**src/rtl/full_adder_pipe_nbit.sv**
```systemverilog
// full_adder_pipe_nbit: WIDTH-bit adder split into STAGES equal slices; slice carry registered between stages.
// Latency: an operand accepted at edge n shows on Sum/Cout/Out_Valid after edge n+STAGES-1; one result per cycle.
// Backpressure: Out_Valid & ~Out_Ready freezes every stage and drops In_Ready in that same cycle.
// Optional build macro FULL_ADDER_SUB_EN adds port Sub: effective B = ~B and carry-in = Cin ^ Sub when Sub=1.
// WIDTH must be a multiple of STAGES; each stage adds one SW = WIDTH/STAGES bit slice.
module full_adder_pipe_nbit #(
    parameter int WIDTH  = 8,
    parameter int STAGES = 2
) (
    input  logic             Clk,
    input  logic             Rst,
    input  logic [WIDTH-1:0] A,
    input  logic [WIDTH-1:0] B,
    input  logic             Cin,
`ifdef FULL_ADDER_SUB_EN
    input  logic             Sub,
`endif
    input  logic             In_Valid,
    output logic             In_Ready,
    output logic [WIDTH-1:0] Sum,
    output logic             Cout,
    output logic             Out_Valid,
    input  logic             Out_Ready
);

    localparam int SW = WIDTH / STAGES;

    logic             stall;
    logic             accept;
    logic [WIDTH-1:0] b_eff;
    logic             cin_eff;

    // The whole pipe freezes only when a finished result is refused downstream.
    assign stall    = Out_Valid & ~Out_Ready;
    assign In_Ready = ~stall;
    assign accept   = In_Valid & In_Ready;

`ifdef FULL_ADDER_SUB_EN
    // Subtraction is folded in at the entry: the inverted operand and adjusted
    // carry then travel down the pipe like any other add.
    assign b_eff   = Sub ? ~B : B;
    assign cin_eff = Cin ^ Sub;
`else
    assign b_eff   = B;
    assign cin_eff = Cin;
`endif

    for (genvar k = 0; k < STAGES; k++) begin : g_stage
        // Operand bits still to be added from this stage upward.
        localparam int OPW = WIDTH - k * SW;

        logic [OPW-1:0]        a_in;
        logic [OPW-1:0]        b_in;
        logic                  c_in;
        logic                  vld_in;
        logic [SW:0]           slice_sum;
        logic [(k+1)*SW-1:0]   sum_d;
        logic [(k+1)*SW-1:0]   sum_q;
        logic                  cy_q;
        logic                  vld_q;

        if (k == 0) begin : g_head
            assign a_in   = A;
            assign b_in   = b_eff;
            assign c_in   = cin_eff;
            assign vld_in = accept;
            assign sum_d  = slice_sum[SW-1:0];
        end else begin : g_body
            assign a_in   = g_stage[k-1].g_fwd.a_q;
            assign b_in   = g_stage[k-1].g_fwd.b_q;
            assign c_in   = g_stage[k-1].cy_q;
            assign vld_in = g_stage[k-1].vld_q;
            // Finished lower slices pass through; this slice lands on top of them.
            assign sum_d  = {slice_sum[SW-1:0], g_stage[k-1].sum_q};
        end

        assign slice_sum = {1'b0, a_in[SW-1:0]} + {1'b0, b_in[SW-1:0]} + {{SW{1'b0}}, c_in};

        // Stage result, slice carry and valid: advance together, hold on stall.
        always_ff @(posedge Clk or posedge Rst) begin
            if (Rst) begin
                vld_q <= 1'b0;
                cy_q  <= 1'b0;
                sum_q <= '0;
            end else if (!stall) begin
                vld_q <= vld_in;
                cy_q  <= slice_sum[SW];
                sum_q <= sum_d;
            end
        end

        // Upper operand bits not yet consumed; the last stage has none left.
        if (k < STAGES - 1) begin : g_fwd
            logic [OPW-SW-1:0] a_q;
            logic [OPW-SW-1:0] b_q;

            // Shift the unconsumed operand bits along with the partial sum.
            always_ff @(posedge Clk or posedge Rst) begin
                if (Rst) begin
                    a_q <= '0;
                    b_q <= '0;
                end else if (!stall) begin
                    a_q <= a_in[OPW-1:SW];
                    b_q <= b_in[OPW-1:SW];
                end
            end
        end
    end

    assign Sum       = g_stage[STAGES-1].sum_q;
    assign Cout      = g_stage[STAGES-1].cy_q;
    assign Out_Valid = g_stage[STAGES-1].vld_q;

endmodule

```
**config.mk**
```make
export PLATFORM = sky130hd
export DESIGN_NAME = full_adder_pipe_nbit
export DESIGN_NICKNAME = d
export VERILOG_FILES = /design/src/rtl/full_adder_pipe_nbit.sv
export SDC_FILE = /design/constraint.sdc
export NUM_CORES = 1
export LEC_CHECK = 0
export BUFFER_PORTS_ARGS = -buffer_cell sky130_fd_sc_hd__buf_2
export CAP_MARGIN = 5
export CORE_MARGIN = 8
export CORE_UTILIZATION = 55
export DETAILED_ROUTE_END_ITERATION = 10
export PLACE_DENSITY_LB_ADDON = 0.08
export SETUP_SLACK_MARGIN = 0.02
export SLEW_MARGIN = 15
export SYNTH_ARGS = -nofsm -noshare
export SYNTH_HDL_FRONTEND = slang
export SYNTH_SLANG_ARGS = --single-unit
```
**constraint.sdc**
```tcl
create_clock -name Clk -period 2.5 [get_ports Clk]
set_clock_uncertainty 0.15 [all_clocks]
set_input_delay 0 -clock Clk [delete_from_list [all_inputs] [get_ports Clk]]
set_output_delay 0 -clock Clk [all_outputs]
set_load 0.005 [all_outputs]
```
Word level (Yosys, flattened, before mapping) --
Cells that the tools add are included.
Storage, ports and cells: register bits 24, bits of input ports 21, output and inout port bits 11, word-level logic and storage cells 16
Cells by class: add/sub/neg operators 4, bitwise logic cells 4
Operators with widths (number):
- $add A4 B4 Y5 | 2
- $add A5 B1 Y5 | 2
- $and A1 B1 Y1 | 2
- $not A1 Y1 | 2

Depth between registers and ports, before layout --
Gate-level depths: netlist (run 1).
depth after elaboration 4, depth in mapped cells 6, mapped depth without buffers 6

Worst setup path before layout (run 1) --
OpenSTA, ideal clock, no wires.
kind register to register, from register g_stage[0].cy_q, to register g_stage[1].sum_q[5], in the netlist Sum[5], library setup time 0.073 ns, arrival time 1.399 ns, data required time 2.277 ns, path slack 0.878 ns, cell stages (with the launch flop) 5, path buffers 0, clock period less this slack 1.622 ns, cells stage by stage dfrtp_1 -> fa_1 -> inv_1 -> fa_1 -> a21oi_2
Between the ends: word-level cells in the longest chain between the ends 1
RTL lines:
- from (decl) | line 59 | logic cy_q;
- from (signal assigned) | line 87 | cy_q <= slice_sum[SW];
- $add A5 B1 Y5 | line 77 | assign slice_sum = {1'b0, a_in[SW-1:0]} + {1'b0, b_in[SW-1:0]} + {{SW{1'b0}}, c_in};
- to (signal assigned) | line 88 | sum_q <= sum_d;
- to (decl) | line 58 | logic [(k+1)*SW-1:0] sum_q;
No other way between the ends. A chain may end at the register's enable or synchronous reset.

Worst setup path after layout (run 1) --
from input Cin, to register g_stage[0].sum_q[1]
Between the ends: word-level cells in the longest chain between the ends 1
RTL lines:
- from (decl) | line 14 | input logic Cin,
- $add A5 B1 Y5 | line 77
- to (signal assigned) | line 88
- to (decl) | line 58
No other way between the ends.

==> out/summary.txt, run 1 <==
Status - completed
Largest net degree at the start of global routing - 29
Die extent in y - 62.7 um
CTS max path bufs - 2
Fmax - 470 MHz
Grt total ovfl - 0
Crit-path max FO - 2
Routability cong. - 0.773
Startpoint Class - input pin
Max-slew headroom - 40.9%
DR vias/cell - 4.89
Die X - 62.7 um
Max VDD drop - 0.393 mV
RSZ-0062 raised after global routing - no
Post-DP HPWL - 1.69 mm
Mean Syn Cell Area - 9.84 um^2
Critical Path RT - 2.60 ns
TNS Setup - 0 ns
CTS Sinks - 24
NumNets Final - 210
Wirelength, routed - 2.69 mm
DRT Pass-1 Iters - 4
Crit path DAT - 2.22 ns
WS Path Type - in2reg
CORE AREA - 2130 um^2
Worst-Margin Slew - 0.885 ns
Latest clock arrival within the worst-skew pair - 0.31 ns
WL/cell - 13.1 um
Share of post-route cells with drive strength above 1 - 24.3%
Total track usage - 14.3%
I/O Buffers - 31
Sequential fraction of the synthesis area - 50.1%
Yosys warns - 0
CTS tree - done
Worst min path class - in2reg
Via Count - 1002
Initial Util - 56.4%
Initial drt markers - 20
Max-cap violations - 0
Final core occ - 76.2%
PwrDens - 642 nW/um^2
Netlist area before placement - 1200 um^2
Flops & latches, synth - 24
Post-synthesis net count - 153
Leakage - 0.853 nW
Post-route minimum period - 2.13 ns
Clock slew seen by the registers of the worst setup and hold paths - 0.13 ns
Synth-to-Final Area Change - 35.1%
Boundary pin count - 32
Worst hold slack - 0.0328 ns
Row cnt - 17
DRC Markers - 0
Period utilization - 85.0%
Cells after synthesis - 122
Final setup violation count - 0
First-pass GRT wire length - 4.60 mm
Initial antenna violation count - 0
Clk root buf - clkbuf_4
Post-route ant nets - 0
Post-CTS Resized - 0
Antenna cells - 0
H-tree levels - 1
Vias in the first global route - 1084
Die area - 3930 um^2
Filler cell count - 169
Num CTS Buffers - 3
Unique masters post-synth - 19
Max Slew Vio Count - 0
Final Hold Fails - 0
Crit end category - flip-flop
==> power breakdown <==
group	switching [mW]	total, mW	internal [mW]
Sequential	0.0472	0.524	0.476
Clock	0.111	0.168	0.0563
Combinational	0.171	0.350	0.178
==> critical path, stage by stage <==
cell and delay, ns:
dlygate4sd3_1 0.53, buf_2 0.12, fa_1 0.39, inv_1 0.09, fa_1 0.40, dlygate4sd3_1 0.58, a21oi_2 0.11
==> stage by stage <==
step,area (um^2),worst slack (ns),cells,total power [mW]
final,1620,0.374,205,1.04
after global routing,1620,0.287,205,1.11
after CTS,1620,0.403,205,1.05
after detailed placement,1350,0.794,177,0.834
after global placement,1350,0.848,177,0.820
after floorplan,1200,0.878,122,0.727
==> area by class of cell <==
class | instances | area (um^2) | share of cell area [%]
Tap cell | 28 | 35.0 | 2.16
Inverter | 9 | 36.3 | 2.24
Timing Repair Buffer | 56 | 405 | 25.0
Multi-Input combinational cell | 85 | 522 | 32.2
Sequential cell | 24 | 601 | 37.0
Clock buffer | 3 | 22.5 | 1.39
==> state kept, by name, indices dropped and copies added, names as in the netlist <==
| register | cells |
|---|---|
| Cout | 1 |
| Out_Valid | 1 |
| Sum | 8 |
| g_stage.cy_q | 1 |
| g_stage.g_fwd.a_q | 4 |
| g_stage.g_fwd.b_q | 4 |
| g_stage.sum_q | 4 |
| g_stage.vld_q | 1 |
==> layout by cell type, fill, tap and decap left out, drive strengths merged, types with 4 or more instances in the layout <==
cell	n
nand2	44
o21ai	8
inv	9
buf	31
dfrtp	24
a21oi	7
dlygate4sd3	25
ha	6
nor2	7
fa	4
==> synth_stat cells, drive strengths merged <==
| library cell | instances | area share, % |
|---|---|---|
| a21o | 2 | 1.3 |
| a21oi | 7 | 4.5 |
| buf | 4 | 3.4 |
| dfrtp | 24 | 50 |
| fa | 4 | 6.7 |
| ha | 6 | 6.3 |
| inv | 9 | 3.0 |
| nand2 | 44 | 14 |
| nand2b | 1 | 0.52 |
| nor2 | 7 | 2.2 |
| nor2b | 3 | 2.2 |
| o21ai | 8 | 4.0 |
| xor2 | 3 | 2.2 |
==> cells by family (layout without fill, tap and decap cells) <==
logic type	count (synthesis)	count (layout)	share of synthesized area, %
xor gates and xnor gates	3	3	2.19
adders and majority gates	10	10	12.9
DFF	24	24	50.1
AOI/OAI and AO/OA	17	17	9.70
buffers and inverters	13	68	6.47
and+or+nand+nor	55	55	18.7
==> per-layer routing <==
| metal | vias to the layer above | GRT usage [%] | share of wire (%) |
|---|---|---|---|
| met5 | - | 0 | 0 |
| met4 | 0 | 5.98 | 1.3 |
| met3 | 4 | 3.41 | 3.9 |
| met2 | 23 | 27.6 | 53 |
| met1 | 482 | 14.2 | 42 |
| li1 | 493 | - | - |
==> path summary, 6_finish.rpt <==
kind / start / to / slack (ns) / cells after the start
max reg2reg: Out_Valid / g_stage[0].g_fwd.a_q[3] / 0.40 / 5
min reg2reg: Sum[4] / Sum[4] / 0.33 / 2
min in group asynchronous: Rst / Sum[6] / 0.26 / 3
max: Cin / g_stage[0].sum_q[1] / 0.37 / 7
min: B[2] / g_stage[0].cy_q / 0.03 / 4
max in group asynchronous: Rst / g_stage[0].g_fwd.b_q[3] / 1.41 / 3
==> what timing repair did <==
item                      CTS  global route
hold endpoints to repair   45             0
setup buffers               0             0
hold buffers               25             0
Power figures use the tool's default switching activity.
==> run 2, diff against run 1 <==
- ABC_CLOCK_PERIOD_IN_PS: unset -> 2500
- CORE_UTILIZATION: 55 -> 50
==> run 2 against run 1 <==
Register-to-register slack gained 0.03 ns. Sequential share of layout area down 0.31 points. Die area is 7.4% higher. Utilization fell by 3.0 points. Clock-buffer cell count grew 1. Total power grew 2.2%. Non-clock buffer count is the same. Final cell count up 0.49%. Largest cell class unchanged. Clock power rose by 18%. Combinational power down 2%. Critical endpoint unchanged. Worst hold slack lost 0.0026 ns. Highest routed layer unchanged.
==> out/summary.txt, run 2 (synthesis gave the netlist of run 1 again) <==
I/O Buffers - 31 (unchanged)
Final setup violation count - 0 (unchanged)
R2r setup slk - 0.43 ns (+0.03 ns)
Most frequent cells in the layout - 44 x nand2_1, 31 x buf_2, 25 x dlygate4sd3_1, 24 x dfrtp_1, 8 x inv_1
Largest net degree at the start of global routing - 29 (unchanged)
DR vias/cell - 4.60 (-5.9%)
Max FFs per register - 8 (unchanged)
Most common cell after layout, fill and taps aside - nand2_1
H-tree levels - 1 (unchanged)
Worst hold slack - 0.0302 ns (-0.00256 ns)
Hold Path Sink - g_stage[0].cy_q
Initial drt markers - 18 (-10%)
Period utilization - 84.1% (-0.94 points)
Initial Util - 53.7% (-2.7 points)
Clock slew seen by the registers of the worst setup and hold paths - 0.12 ns (about the same)
Pint - 743 uW (+4.5%)
Combinational share of power - 32.3% (-1.3 points)
Final core occ - 73.2% (-3.0 points)
Via Count - 947 (-5.5%)
Inst Count DP - 177 (unchanged)
WS Path Type - in2reg
Initial antenna violation count - 0 (unchanged)
Grt total ovfl - 0 (unchanged)
Synth-to-Final Area Change - 36.3%
Vias in the first global route - 993 (-8.4%)
Power share of the sequential group - 49.2% (-1.1 points)
Share of post-route cells with drive strength above 1 - 24.7% (+0.43 points)
CORE AREA - 2230 um^2 (+5.0%)
Switching Share - 30.1% (-1.6 points)
R2R cell count - 5 (unchanged)
Row cnt - 17 (unchanged)
Post-route ant nets - 0 (unchanged)
Status - completed
Max-cap violations - 0 (unchanged)
TNS Setup - 0 ns (unchanged)
Routability cong. - 0.693 (-10%)
Leakage - 0.861 nW (+0.84%)
CTS tree - done
Crit-path max FO - 2 (unchanged)
CTS Hold Bufs - 25 (unchanged)
Die X - 65.0 um (+3.6%)
Max-slew headroom - 42.3% (+1.3 points)
Boundary pin count - 32 (unchanged)
CTS Sinks - 24 (unchanged)
Max VDD drop - 0.456 mV (+16%)
DRC Markers - 0 (unchanged)
NumNets Final - 210 (unchanged)
RSZ-0062 raised after global routing - no
Filler cell count - 185 (+9.5%)
Fmax - 476 MHz (+1.1%)
Setup repair bufs after CTS - 0 (unchanged)
Final cell count without fillers - 206 (+0.49%)
Tot Pwr - 1.06 mW (+2.2%)
WL/cell - 12.1 um (-7.9%)
Reg2reg end - g_stage[0].g_fwd.b_q[2]
Latest clock arrival within the worst-skew pair - 0.31 ns (about the same)
Critical Path RT - 2.60 ns (about the same)
DRT Pass-1 Iters - 4 (unchanged)
Worst-Margin Slew - 0.865 ns (-0.0198 ns)
Worst min path class - in2reg
Num CTS Buffers - 3 (unchanged)
Final Hold Fails - 0 (unchanged)
Clk pwr share - 18.6% (+2.5 points)
NetSw - 320 uW (-2.9%)
Startpoint Class - input pin
Antenna cells - 0 (unchanged)
Post-CTS Resized - 0 (unchanged)
PwrDens - 650 nW/um^2 (+1.3%)
Die area - 4220 um^2 (+7.4%)
Crit path DAT - 2.20 ns (-0.02 ns)
First-pass GRT wire length - 4.51 mm (-1.8%)
Crit end category - flip-flop
CTS max path bufs - 2 (unchanged)
Post-route minimum period - 2.10 ns (-0.0235 ns)
Worst hold path startpoint - B[2]
Post-DP HPWL - 1.63 mm (-3.7%)
Die extent in y - 65.0 um (+3.6%)
WHS Path Cells - 4 (unchanged)
Total track usage - 13.3% (-1.0 points)
Max Slew Vio Count - 0 (unchanged)
Clk root buf - clkbuf_4
Wirelength, routed - 2.49 mm (-7.5%)
RR Startpoint - Out_Valid
## run 2: changes by cell type in the layout (fill, tap and decap cells not counted)
cell      before  now
clkbuf_8       0    1
## run 2: through the flow
step | setup slack [ns] | instance area (um^2)
floorplan | 0.878 | 1200
global placement | 0.843 | 1350
detailed placement | 0.804 | 1350
CTS | 0.397 | 1640
global route | 0.290 | 1640
finish | 0.398 | 1640
## run 2: how the worst max path moves through the flow
stage          depth (start not counted)                      end            start
2_1_floorplan                          4                   Sum[5]  g_stage[0].cy_q
3_3_place_gp                           5                   Sum[7]  g_stage[0].cy_q
3_5_place_dp                           5                   Sum[7]  g_stage[0].cy_q
4_1_cts                                7      g_stage[0].sum_q[1]              Cin
5_1_grt                                5  g_stage[0].g_fwd.a_q[0]        Out_Valid
6_report                               7      g_stage[0].sum_q[1]              Cin
## run 2: routing by layer
metal / vias up / track usage [%] / wire length (um)
li1: 489 / - / -
met1: 430 / 16.5 / 1110
met2: 23 / 21.9 / 1210
met3: 5 / 3.78 / 146
met4: 0 / 4.09 / 31
met5: - / 0 / 0
## run 2: worst max-delay path: stages
cell           delay [ns]
dlygate4sd3_1        0.52
buf_2                0.12
fa_1                 0.38
inv_1                0.09
fa_1                 0.40
dlygate4sd3_1        0.57
a21oi_2              0.11
## run 2: cell type report
class                      instances  area [um^2]  share of cell area [%]
timing repair buffer              56          405                    24.8
tap                               28         35.0                    2.14
inverter                           9         36.3                    2.22
clock buffer                       4         36.3                    2.22
multi-input combinational         85          522                    31.9
sequential                        24          601                    36.7
## run 2: power by group through the flow
stage | logic (mW) | registers [mW] | clock network, mW
final | 0.343 | 0.523 | 0.198
after detailed placement | 0.299 | 0.532 | 0
after global placement | 0.292 | 0.529 | 0
after global routing | 0.395 | 0.534 | 0.220
after CTS | 0.348 | 0.523 | 0.209
after floorplan | 0.194 | 0.533 | 0
